==> config.mk <==
export PLATFORM = sky130hd
export DESIGN_NAME = data_mem_requester_flat
export DESIGN_NICKNAME = d
export VERILOG_FILES = /design/src/rtl/data_mem_requester_if.sv /design/src/rtl/data_mem_requester.sv /design/src/flat_wrapper.sv
export SDC_FILE = /design/constraint.sdc
export NUM_CORES = 1
export LEC_CHECK = 0
export ABC_AREA = 1
export CAP_MARGIN = 15
export CORE_UTILIZATION = 52
export CTS_CLUSTER_SIZE = 24
export DETAILED_ROUTE_END_ITERATION = 8
export PLACE_DENSITY = 0.95
export SLEW_MARGIN = 5
export SYNTH_ARGS = -nofsm -noshare
export SYNTH_HDL_FRONTEND = slang
export SYNTH_SLANG_ARGS = --single-unit
==> constraint.sdc <==
create_clock -name Clk -period 3 [get_ports Clk]
set_input_delay 0.6 -clock Clk [delete_from_list [all_inputs] [get_ports Clk]]
set_output_delay 0.6 -clock Clk [all_outputs]
set_load 0.01 [all_outputs]
==> src/rtl/data_mem_requester_if.sv <==
`default_nettype none
`timescale 1ns/1ps
//------------------------------------------------------------------------------
// Module      : data_mem_requester_if
// Description : Bundle of the request/response handshake channels and the
//               data-memory port driven by data_mem_requester.
//               master = core/agent plus memory side, slave = the requester.
// Revision    : 1.0 - initial release
//------------------------------------------------------------------------------
interface data_mem_requester_if #(
    parameter int ADDR_WIDTH = 16,
    parameter int DATA_WIDTH = 16,
    parameter int LEN_WIDTH  = 8
);
    // Request channel
    logic                  Req_Valid;
    logic                  Req_Ready;
    logic                  Req_Write;
    logic [ADDR_WIDTH-1:0] Req_Addr;
    logic [DATA_WIDTH-1:0] Req_Data;
    logic                  Req_Incr;
    logic [LEN_WIDTH-1:0]  Req_Len;

    // Load response channel
    logic                  Resp_Valid;
    logic                  Resp_Ready;
    logic [DATA_WIDTH-1:0] Resp_Data;
    logic                  Resp_Last;

    // Burst completion
    logic                  Done;

    // Data memory port
    logic [ADDR_WIDTH-1:0] Address;
    logic [DATA_WIDTH-1:0] Write_Data;
    logic                  MemWrite;
    logic [DATA_WIDTH-1:0] Read_Data;

    modport master (
        output Req_Valid, Req_Write, Req_Addr, Req_Data, Req_Incr, Req_Len,
        output Resp_Ready, Read_Data,
        input  Req_Ready, Resp_Valid, Resp_Data, Resp_Last, Done,
        input  Address, Write_Data, MemWrite
    );

    modport slave (
        input  Req_Valid, Req_Write, Req_Addr, Req_Data, Req_Incr, Req_Len,
        input  Resp_Ready, Read_Data,
        output Req_Ready, Resp_Valid, Resp_Data, Resp_Last, Done,
        output Address, Write_Data, MemWrite
    );
endinterface
`default_nettype wire

==> src/rtl/data_mem_requester.sv <==
`default_nettype none
`timescale 1ns/1ps
//------------------------------------------------------------------------------
// Module      : data_mem_requester
// Description : Initiator-side controller for the data memory. Accepts single
//               or burst load/store requests, sequences the memory one word per
//               cycle and returns load data over a valid/ready response channel.
// Revision    : 1.0 - initial release
//------------------------------------------------------------------------------
module data_mem_requester #(
    parameter int ADDR_WIDTH = 16,
    parameter int DATA_WIDTH = 16,
    parameter int LEN_WIDTH  = 8
) (
    input  wire logic             Clk,
    input  wire logic             Reset,
    data_mem_requester_if.slave   bus
);

    typedef enum logic [1:0] {
        S_IDLE = 2'd0,
        S_WR   = 2'd1,
        S_RD   = 2'd2,
        S_FIN  = 2'd3
    } state_t;

    localparam logic [ADDR_WIDTH-1:0] c_ADDR_ONE = {{(ADDR_WIDTH-1){1'b0}}, 1'b1};
    localparam logic [LEN_WIDTH-1:0]  c_BEAT_ONE = {{(LEN_WIDTH-1){1'b0}}, 1'b1};

    state_t                 state_q;
    logic                   req_ready_q;
    logic                   resp_valid_q;
    logic                   resp_last_q;
    logic                   done_q;
    logic                   mem_write_q;
    logic [ADDR_WIDTH-1:0]  addr_q;
    logic [DATA_WIDTH-1:0]  wdata_q;
    logic [DATA_WIDTH-1:0]  resp_data_q;
    logic [LEN_WIDTH-1:0]   beat_q;
    logic [LEN_WIDTH-1:0]   len_q;
    logic                   incr_q;

    // Next-beat values; all arithmetic wraps naturally at the register width.
    logic                   w_last_beat;
    logic                   w_slot_free;
    logic [ADDR_WIDTH-1:0]  w_addr_d;
    logic [DATA_WIDTH-1:0]  w_wdata_d;
    logic [LEN_WIDTH-1:0]   w_beat_d;

    assign w_last_beat = (beat_q == len_q);
    // The response register can take a new word when empty or being drained.
    assign w_slot_free = !resp_valid_q || bus.Resp_Ready;
    assign w_addr_d    = addr_q + c_ADDR_ONE;
    assign w_wdata_d   = wdata_q + {{(DATA_WIDTH-1){1'b0}}, incr_q};
    assign w_beat_d    = beat_q + c_BEAT_ONE;

    // Main controller: state, memory drive and response registers.
    always_ff @(posedge Clk) begin
        if (Reset) begin
            state_q      <= S_IDLE;
            req_ready_q  <= 1'b0;
            resp_valid_q <= 1'b0;
            resp_last_q  <= 1'b0;
            done_q       <= 1'b0;
            mem_write_q  <= 1'b0;
            addr_q       <= '0;
            wdata_q      <= '0;
            resp_data_q  <= '0;
            beat_q       <= '0;
            len_q        <= '0;
            incr_q       <= 1'b0;
        end else begin
            done_q <= 1'b0;
            case (state_q)
                S_IDLE: begin
                    req_ready_q <= 1'b1;
                    mem_write_q <= 1'b0;
                    if (bus.Req_Valid && req_ready_q) begin
                        // Request fields are captured here and never re-read.
                        addr_q      <= bus.Req_Addr;
                        wdata_q     <= bus.Req_Data;
                        incr_q      <= bus.Req_Incr;
                        len_q       <= bus.Req_Len;
                        beat_q      <= '0;
                        req_ready_q <= 1'b0;
                        if (bus.Req_Write) begin
                            state_q     <= S_WR;
                            mem_write_q <= 1'b1;
                        end else begin
                            state_q     <= S_RD;
                        end
                    end
                end

                S_WR: begin
                    // Every WR cycle commits one word at this edge.
                    if (w_last_beat) begin
                        state_q     <= S_FIN;
                        mem_write_q <= 1'b0;
                        done_q      <= 1'b1;
                    end else begin
                        beat_q  <= w_beat_d;
                        addr_q  <= w_addr_d;
                        wdata_q <= w_wdata_d;
                    end
                end

                S_RD: begin
                    if (resp_valid_q && resp_last_q) begin
                        // All words captured; wait for the final beat to drain.
                        if (bus.Resp_Ready) begin
                            resp_valid_q <= 1'b0;
                            resp_last_q  <= 1'b0;
                            state_q      <= S_FIN;
                            done_q       <= 1'b1;
                        end
                    end else if (w_slot_free) begin
                        resp_data_q  <= bus.Read_Data;
                        resp_valid_q <= 1'b1;
                        resp_last_q  <= w_last_beat;
                        // Address stays on the final word after its capture.
                        if (!w_last_beat) begin
                            addr_q <= w_addr_d;
                            beat_q <= w_beat_d;
                        end
                    end
                end

                S_FIN: begin
                    state_q     <= S_IDLE;
                    req_ready_q <= 1'b1;
                end

                default: begin
                    state_q <= S_IDLE;
                end
            endcase
        end
    end

    assign bus.Req_Ready  = req_ready_q;
    assign bus.Resp_Valid = resp_valid_q;
    assign bus.Resp_Data  = resp_data_q;
    assign bus.Resp_Last  = resp_last_q;
    assign bus.Done       = done_q;
    assign bus.Address    = addr_q;
    assign bus.Write_Data = wdata_q;
    // Reset gates the strobe so the word in flight at a reset edge is dropped.
    assign bus.MemWrite   = mem_write_q && !Reset;

endmodule
`default_nettype wire
==> src/flat_wrapper.sv <==
// flat-port wrapper written by rule: the top's interface ports become plain ports
module data_mem_requester_flat 
#(
    parameter int ADDR_WIDTH = 16,
    parameter int DATA_WIDTH = 16,
    parameter int LEN_WIDTH  = 8
)
  (Clk, Reset, bus_Req_Valid, bus_Req_Write, bus_Req_Addr, bus_Req_Data, bus_Req_Incr, bus_Req_Len, bus_Resp_Ready, bus_Read_Data, bus_Req_Ready, bus_Resp_Valid, bus_Resp_Data, bus_Resp_Last, bus_Done, bus_Address, bus_Write_Data, bus_MemWrite);
  data_mem_requester_if #(.ADDR_WIDTH(ADDR_WIDTH), .DATA_WIDTH(DATA_WIDTH), .LEN_WIDTH(LEN_WIDTH)) bus_i ();
  input  wire logic Clk;
  input  wire logic Reset;
  input wire logic [$bits(bus_i.Req_Valid)-1:0] bus_Req_Valid;
  input wire logic [$bits(bus_i.Req_Write)-1:0] bus_Req_Write;
  input wire logic [$bits(bus_i.Req_Addr)-1:0] bus_Req_Addr;
  input wire logic [$bits(bus_i.Req_Data)-1:0] bus_Req_Data;
  input wire logic [$bits(bus_i.Req_Incr)-1:0] bus_Req_Incr;
  input wire logic [$bits(bus_i.Req_Len)-1:0] bus_Req_Len;
  input wire logic [$bits(bus_i.Resp_Ready)-1:0] bus_Resp_Ready;
  input wire logic [$bits(bus_i.Read_Data)-1:0] bus_Read_Data;
  output wire logic [$bits(bus_i.Req_Ready)-1:0] bus_Req_Ready;
  output wire logic [$bits(bus_i.Resp_Valid)-1:0] bus_Resp_Valid;
  output wire logic [$bits(bus_i.Resp_Data)-1:0] bus_Resp_Data;
  output wire logic [$bits(bus_i.Resp_Last)-1:0] bus_Resp_Last;
  output wire logic [$bits(bus_i.Done)-1:0] bus_Done;
  output wire logic [$bits(bus_i.Address)-1:0] bus_Address;
  output wire logic [$bits(bus_i.Write_Data)-1:0] bus_Write_Data;
  output wire logic [$bits(bus_i.MemWrite)-1:0] bus_MemWrite;
  assign bus_i.Req_Valid = bus_Req_Valid;
  assign bus_i.Req_Write = bus_Req_Write;
  assign bus_i.Req_Addr = bus_Req_Addr;
  assign bus_i.Req_Data = bus_Req_Data;
  assign bus_i.Req_Incr = bus_Req_Incr;
  assign bus_i.Req_Len = bus_Req_Len;
  assign bus_i.Resp_Ready = bus_Resp_Ready;
  assign bus_i.Read_Data = bus_Read_Data;
  assign bus_Req_Ready = bus_i.Req_Ready;
  assign bus_Resp_Valid = bus_i.Resp_Valid;
  assign bus_Resp_Data = bus_i.Resp_Data;
  assign bus_Resp_Last = bus_i.Resp_Last;
  assign bus_Done = bus_i.Done;
  assign bus_Address = bus_i.Address;
  assign bus_Write_Data = bus_i.Write_Data;
  assign bus_MemWrite = bus_i.MemWrite;
  data_mem_requester #(.ADDR_WIDTH(ADDR_WIDTH), .DATA_WIDTH(DATA_WIDTH), .LEN_WIDTH(LEN_WIDTH)) u_core (.Clk(Clk), .Reset(Reset), .bus(bus_i));
endmodule
# == Word-level counts from Yosys, hierarchy flattened ==
# Cells that the tools add are included.
# op_classes
shifts,0
n_mul,0
n_addsub,3
n_eq_ne,12
bitwise_logic,1
n_div,0
n_lt_le_gt_ge,0
n_reduce_logical,18
muxes,34
# ops
operator,count
$mux W16,6
$pmux W16 S3,1
$mux W8,4
$pmux W16 S2,1
$pmux W8 S3,1
$add A16 B1 Y16,1
$add A16 B1 Y16 const B,1
$mux W1,12
$mux W2,5
$reduce_and A3 Y1,3
$add A8 B1 Y8 const B,1
$eq A8 B8 Y1,1
$ne A2 B1 Y1 const B,4
$ne A2 B2 Y1 const B,4
$pmux W2 S4,1
$reduce_and A4 Y1,2
$pmux W1 S2,3
$reduce_bool A2 Y1,3
$eq A2 B2 Y1 const B,2
$reduce_and A2 Y1,2
$logic_and A1 B1 Y1,3
$reduce_bool A3 Y1,1
$eq A2 B1 Y1 const B,1
$logic_not A1 Y1,2
other kinds (3),3
# totals
mem_bits_rw,0
latch_bits,0
n_memories,0
out_inout_bits,53
ff_bits,72
input_bits,62
rom_bits,0
wordCells,80

# == Longest topological paths before layout ==
# depth
ltp_word,5
depth_mapped,13
depth_no_buf,12

# == Worst setup path before layout ==
# Ideal clock, no wire load.
# synth_timing
kind,input -> output
from,input Reset
to,output bus_MemWrite
stages,3
t_arrival_ps,1394
t_required_ps,2400
setup_slack_ps,1006
n_path_buf,2
path_cell_list,buf_1 > clkbuf_1 > nor2_1
# synth_via
elab_chain_cells,2
# synth_lines
item,line_no,text
"start, declared",flat_wrapper.sv:11,input wire logic Reset;
$logic_not A1 Y1,data_mem_requester.sv:149,assign bus.MemWrite = mem_write_q && !Reset;
$logic_and A1 B1 Y1,data_mem_requester.sv:149,
"end, declared",flat_wrapper.sv:27,output wire logic [$bits(bus_i.MemWrite)-1:0] bus_MemWrite;
# Every way passes these cells.

# == Worst setup path in the final report ==
# Ends and elaborated chain as after synthesis.

==> key figures <==
Floorplanning
  • Full die area: 8250 um2
  • # rows: 32
  • Initial cell density of the core: 53.4%
  • DIE HEIGHT: 90.9 um
  • Core area: 7690 um2
  • I/O pin cnt: 115
  • Die span in x: 90.9 um

Clock tree
  • # clock sinks: 72
  • Clk slew on worst S/H paths: 0.07 ns
  • CTS Buffer Depth: 2
  • Htree depth: 3
  • CTS tree: yes
  • TritonCTS Buffers: 9
  • Setup Buffers After CTS: 0
  • CTS resizes: 0
  • Cts hold-fix bufs: 0
  • Clk_lat worst skew: 0.35 ns
  • Root Driver: clkbuf_8

STA
  • Slew headroom: 62.3%
  • Fin crit share: 80.7%
  • RSZ-0062 raised after global routing: false
  • Max-slew violations: 0
  • WHS: 0.473 ns
  • Final min period: 2.42 ns
  • Final setup viols: 0
  • Setup Total Neg Slack: 0 ns
  • Worst-margin pin slew: 0.566 ns
  • Worst Skew: 0.0132 ns
  • Setup WS post-layout: 0.580 ns
  • Final hold vios: 0
  • Max Fclk: 413 MHz

Status
  • Status: finished clean

Place
  • Placed instance area: 5300 um2
  • Port bufs: 114
  • Gpl congestion: 0.863
  • Post-DP HPWL: 8240 um
  • Dpl ws: 0.535 ns

Drt
  • Routed wire length: 11500 um
  • Vias post-DR: 4524
  • Post-route DRC: 0
  • WL per Instance: 13.5 um
  • Length of the first detailed-routing pass in iterations: 5
  • DR iter-0 viols: 263
  • Vias per cell: 5.32
  • Antenna Nets Post-Route: 0

Synthesis
  • Seq/Total Area, Yosys: 35.1%
  • Synth cell types: 36
  • FF+latch count, synth: 72
  • Mapped Cells: 633
  • Synthesized area per cell: 6.49 um2
  • Synth warnings: 0
  • Post-Syn Nets: 703
  • Mapped Area: 4110 um2

Worst setup path
  • Delay-heaviest family, CP: buffers and inverters
  • Buf+Inv Stages, Crit Path: 2
  • Most used cell, CP: clkdlybuf4s50_1
  • Critical path's slowest cell: clkdlybuf4s50_1
  • Worst-path maximum fanout: 2
  • Biggest cell delay along the critical path: 0.58 ns
  • Critical path class: input port to output port
  • Startpoint types: input port
  • Worst Path Required: 2.40 ns
  • Endpoint class of the critical path: output port
  • Crit path DAT: 1.82 ns
  • CP Cell Sequence: clkdlybuf4s50_1 -> nor2_1 -> clkdlybuf4s50_1

Cells and area
  • Layout cell share with drive strength beyond 1: 6.95%
  • Synthesis-to-finish area growth: 34.4%
  • Antenna Cells: 0
  • Layout Nets: 813
  • Finished Cell Area: 5520 um2

Global routing
  • GR Util met1: 34.0%
  • GRT met3 Usage: 5.98%
  • Number of global-route vias before repair: 4213
  • GRT busiest layer: met2
  • First-pass GRT wire length: 18800 um
  • Largest net degree at the start of global routing: 26
  • Grt total ovfl: 0
  • Total GRT Usage: 28.1%
  • Initial antenna violation count: 0
  • Met2 Use GR: 48.5%

Power and ir drop
  • VDD IR max: 0.608 mV
  • Switching share of total power: 46.1%
  • Clock Power Share: 15.3%
  • PwrDens: 993 nW/um2
  • Sequential cell fraction of total power: 29.0%
  • Pint: 0.00295 W
  • Comb power frac: 55.7%
  • Final Power: 0.00548 W
  • NetSw: 0.00253 W
  • Pleak: 2.39 nW

Worst hold path
  • Worst hold-check path type: flop to flop

Run
  • Max Cap Viol: 0
-- logic make-up (layout without fill, tap and decap cells) --
| kind of cell | Yosys count | count (layout) | share of synthesized area [%] |
|---|---|---|---|
| compound gates | 98 | 98 | 13.1 |
| xor+xnor | 10 | 10 | 2.13 |
| fa+ha+maj | 8 | 8 | 2.44 |
| buf+inv | 89 | 204 | 9.27 |
| flops | 72 | 72 | 35.1 |
| mux | 3 | 3 | 0.732 |
| simple gates | 353 | 353 | 37.2 |
-- placed cells by master, fill, tap and decap left out --
| cell | n |
|---|---|
| a21oi_1 | 31 |
| a31oi_1 | 2 |
| bufinv_16 | 1 |
| ha_1 | 8 |
| nand2_2 | 7 |
| clkinv_1 | 2 |
| inv_2 | 1 |
| clkdlybuf4s50_1 | 114 |
| a21o_1 | 1 |
| o21ai_0 | 50 |
| nor3_1 | 6 |
| clkbuf_8 | 13 |
| nand4_1 | 10 |
| o21ai_1 | 1 |
| nand2_8 | 2 |
| buf_4 | 7 |
| nor2_2 | 4 |
| o2111ai_1 | 1 |
| a21oi_2 | 6 |
| or2_2 | 5 |
| xor2_1 | 6 |
| a22o_1 | 1 |
| nand2_1 | 168 |
| clkbuf_1 | 1 |
| inv_1 | 63 |
| nor2_1 | 98 |
| a21boi_0 | 1 |
| clkinv_2 | 1 |
| nand2_4 | 3 |
| dfxtp_1 | 72 |
| inv_4 | 1 |
| o31ai_1 | 4 |
| and3_1 | 1 |
| nor3_4 | 1 |
| mux2i_1 | 3 |
| xnor2_1 | 4 |
| nand3_1 | 48 |
-- area by class of cell --
cell class              instances  area, um2
multi-input cells             472       2280
fillers                       625       2170
flip-flops and latches         72       1440
repair buffers                121       1190
inverters                      67        254
clock buffers                  14        183
well taps                     102        128
clock inverters                 2       35.0
-- state kept, by name (all words and copies together) (netlist names), 2 cells and up --
name and flops:
u_core.bus.Resp_Data 16, u_core.bus.Write_Data 16, u_core.len_q 8, u_core.bus.Address 16
u_core.beat_q 8, u_core.state_q 2
-- path summary, 6_finish.rpt --
path                      from                      to  slack [ns]  cells past startpoint
min reg2reg    u_core.len_q[3]         u_core.len_q[3]        0.47                      2
max reg2reg  u_core.state_q[0]  u_core.bus.Address[10]        0.76                      9
min            u_core.len_q[3]         u_core.len_q[3]        0.47                      2
max                      Reset            bus_MemWrite        0.58                      3
-- cells in the mapped netlist (all sizes together) --
| library cell | instances | area (um2) |
|---|---|---|
| xor2 | 6 | 52.6 |
| clkinv | 2 | 7.51 |
| nor3 | 7 | 46.3 |
| o2111ai | 1 | 8.76 |
| a21boi | 1 | 7.51 |
| nand2 | 180 | 748 |
| a21o | 1 | 7.51 |
| dfxtp | 72 | 1440 |
| mux2i | 3 | 30.0 |
| nand3 | 48 | 240 |
| clkbuf | 10 | 37.5 |
| nor2 | 102 | 393 |
| nand4 | 10 | 62.6 |
| a31oi | 2 | 12.5 |
| or2 | 5 | 31.3 |
| and3 | 1 | 6.26 |
| ha | 8 | 100 |
| o31ai | 4 | 30.0 |
| buf | 12 | 88.8 |
| o21ai | 51 | 255 |
| a22o | 1 | 8.76 |
| inv | 65 | 246 |
| a21oi | 37 | 208 |
| xnor2 | 4 | 35.0 |
-- power groups by stage --
stage	Clock (W)	Sequential [W]	Combinational (W)
3_3_place_gp	0	0.00158	0.00288
3_5_place_dp	0	0.00159	0.00301
6_report	0.000840	0.00159	0.00305
4_1_cts	0.000840	0.00158	0.00304
5_1_grt	0.000881	0.00163	0.00336
2_1_floorplan	0	0.00164	0.00205
-- per-stage QoR --
step	util, %	cells
after global routing	71.8	850
final	71.8	850
after CTS	71.8	850
after global placement	68.9	834
after detailed placement	68.9	834
after floorplan	-	633
-- routing by layer --
metal,routed length [um],share of wire [%]
met3,814,7.1
met2,5710,50
met5,0,0
met1,4690,41
met4,252,2.2
-- worst register-to-register path, delay by kind of cell, from the launching register on --
family	cells	cell delay (ns)
AND/OR/NAND/NOR	5	0.96
buffers and inverters	3	0.53
flip-flops	1	0.36
adder cells (fa/ha/maj)	1	0.33
Power figures use the tool's default switching activity.
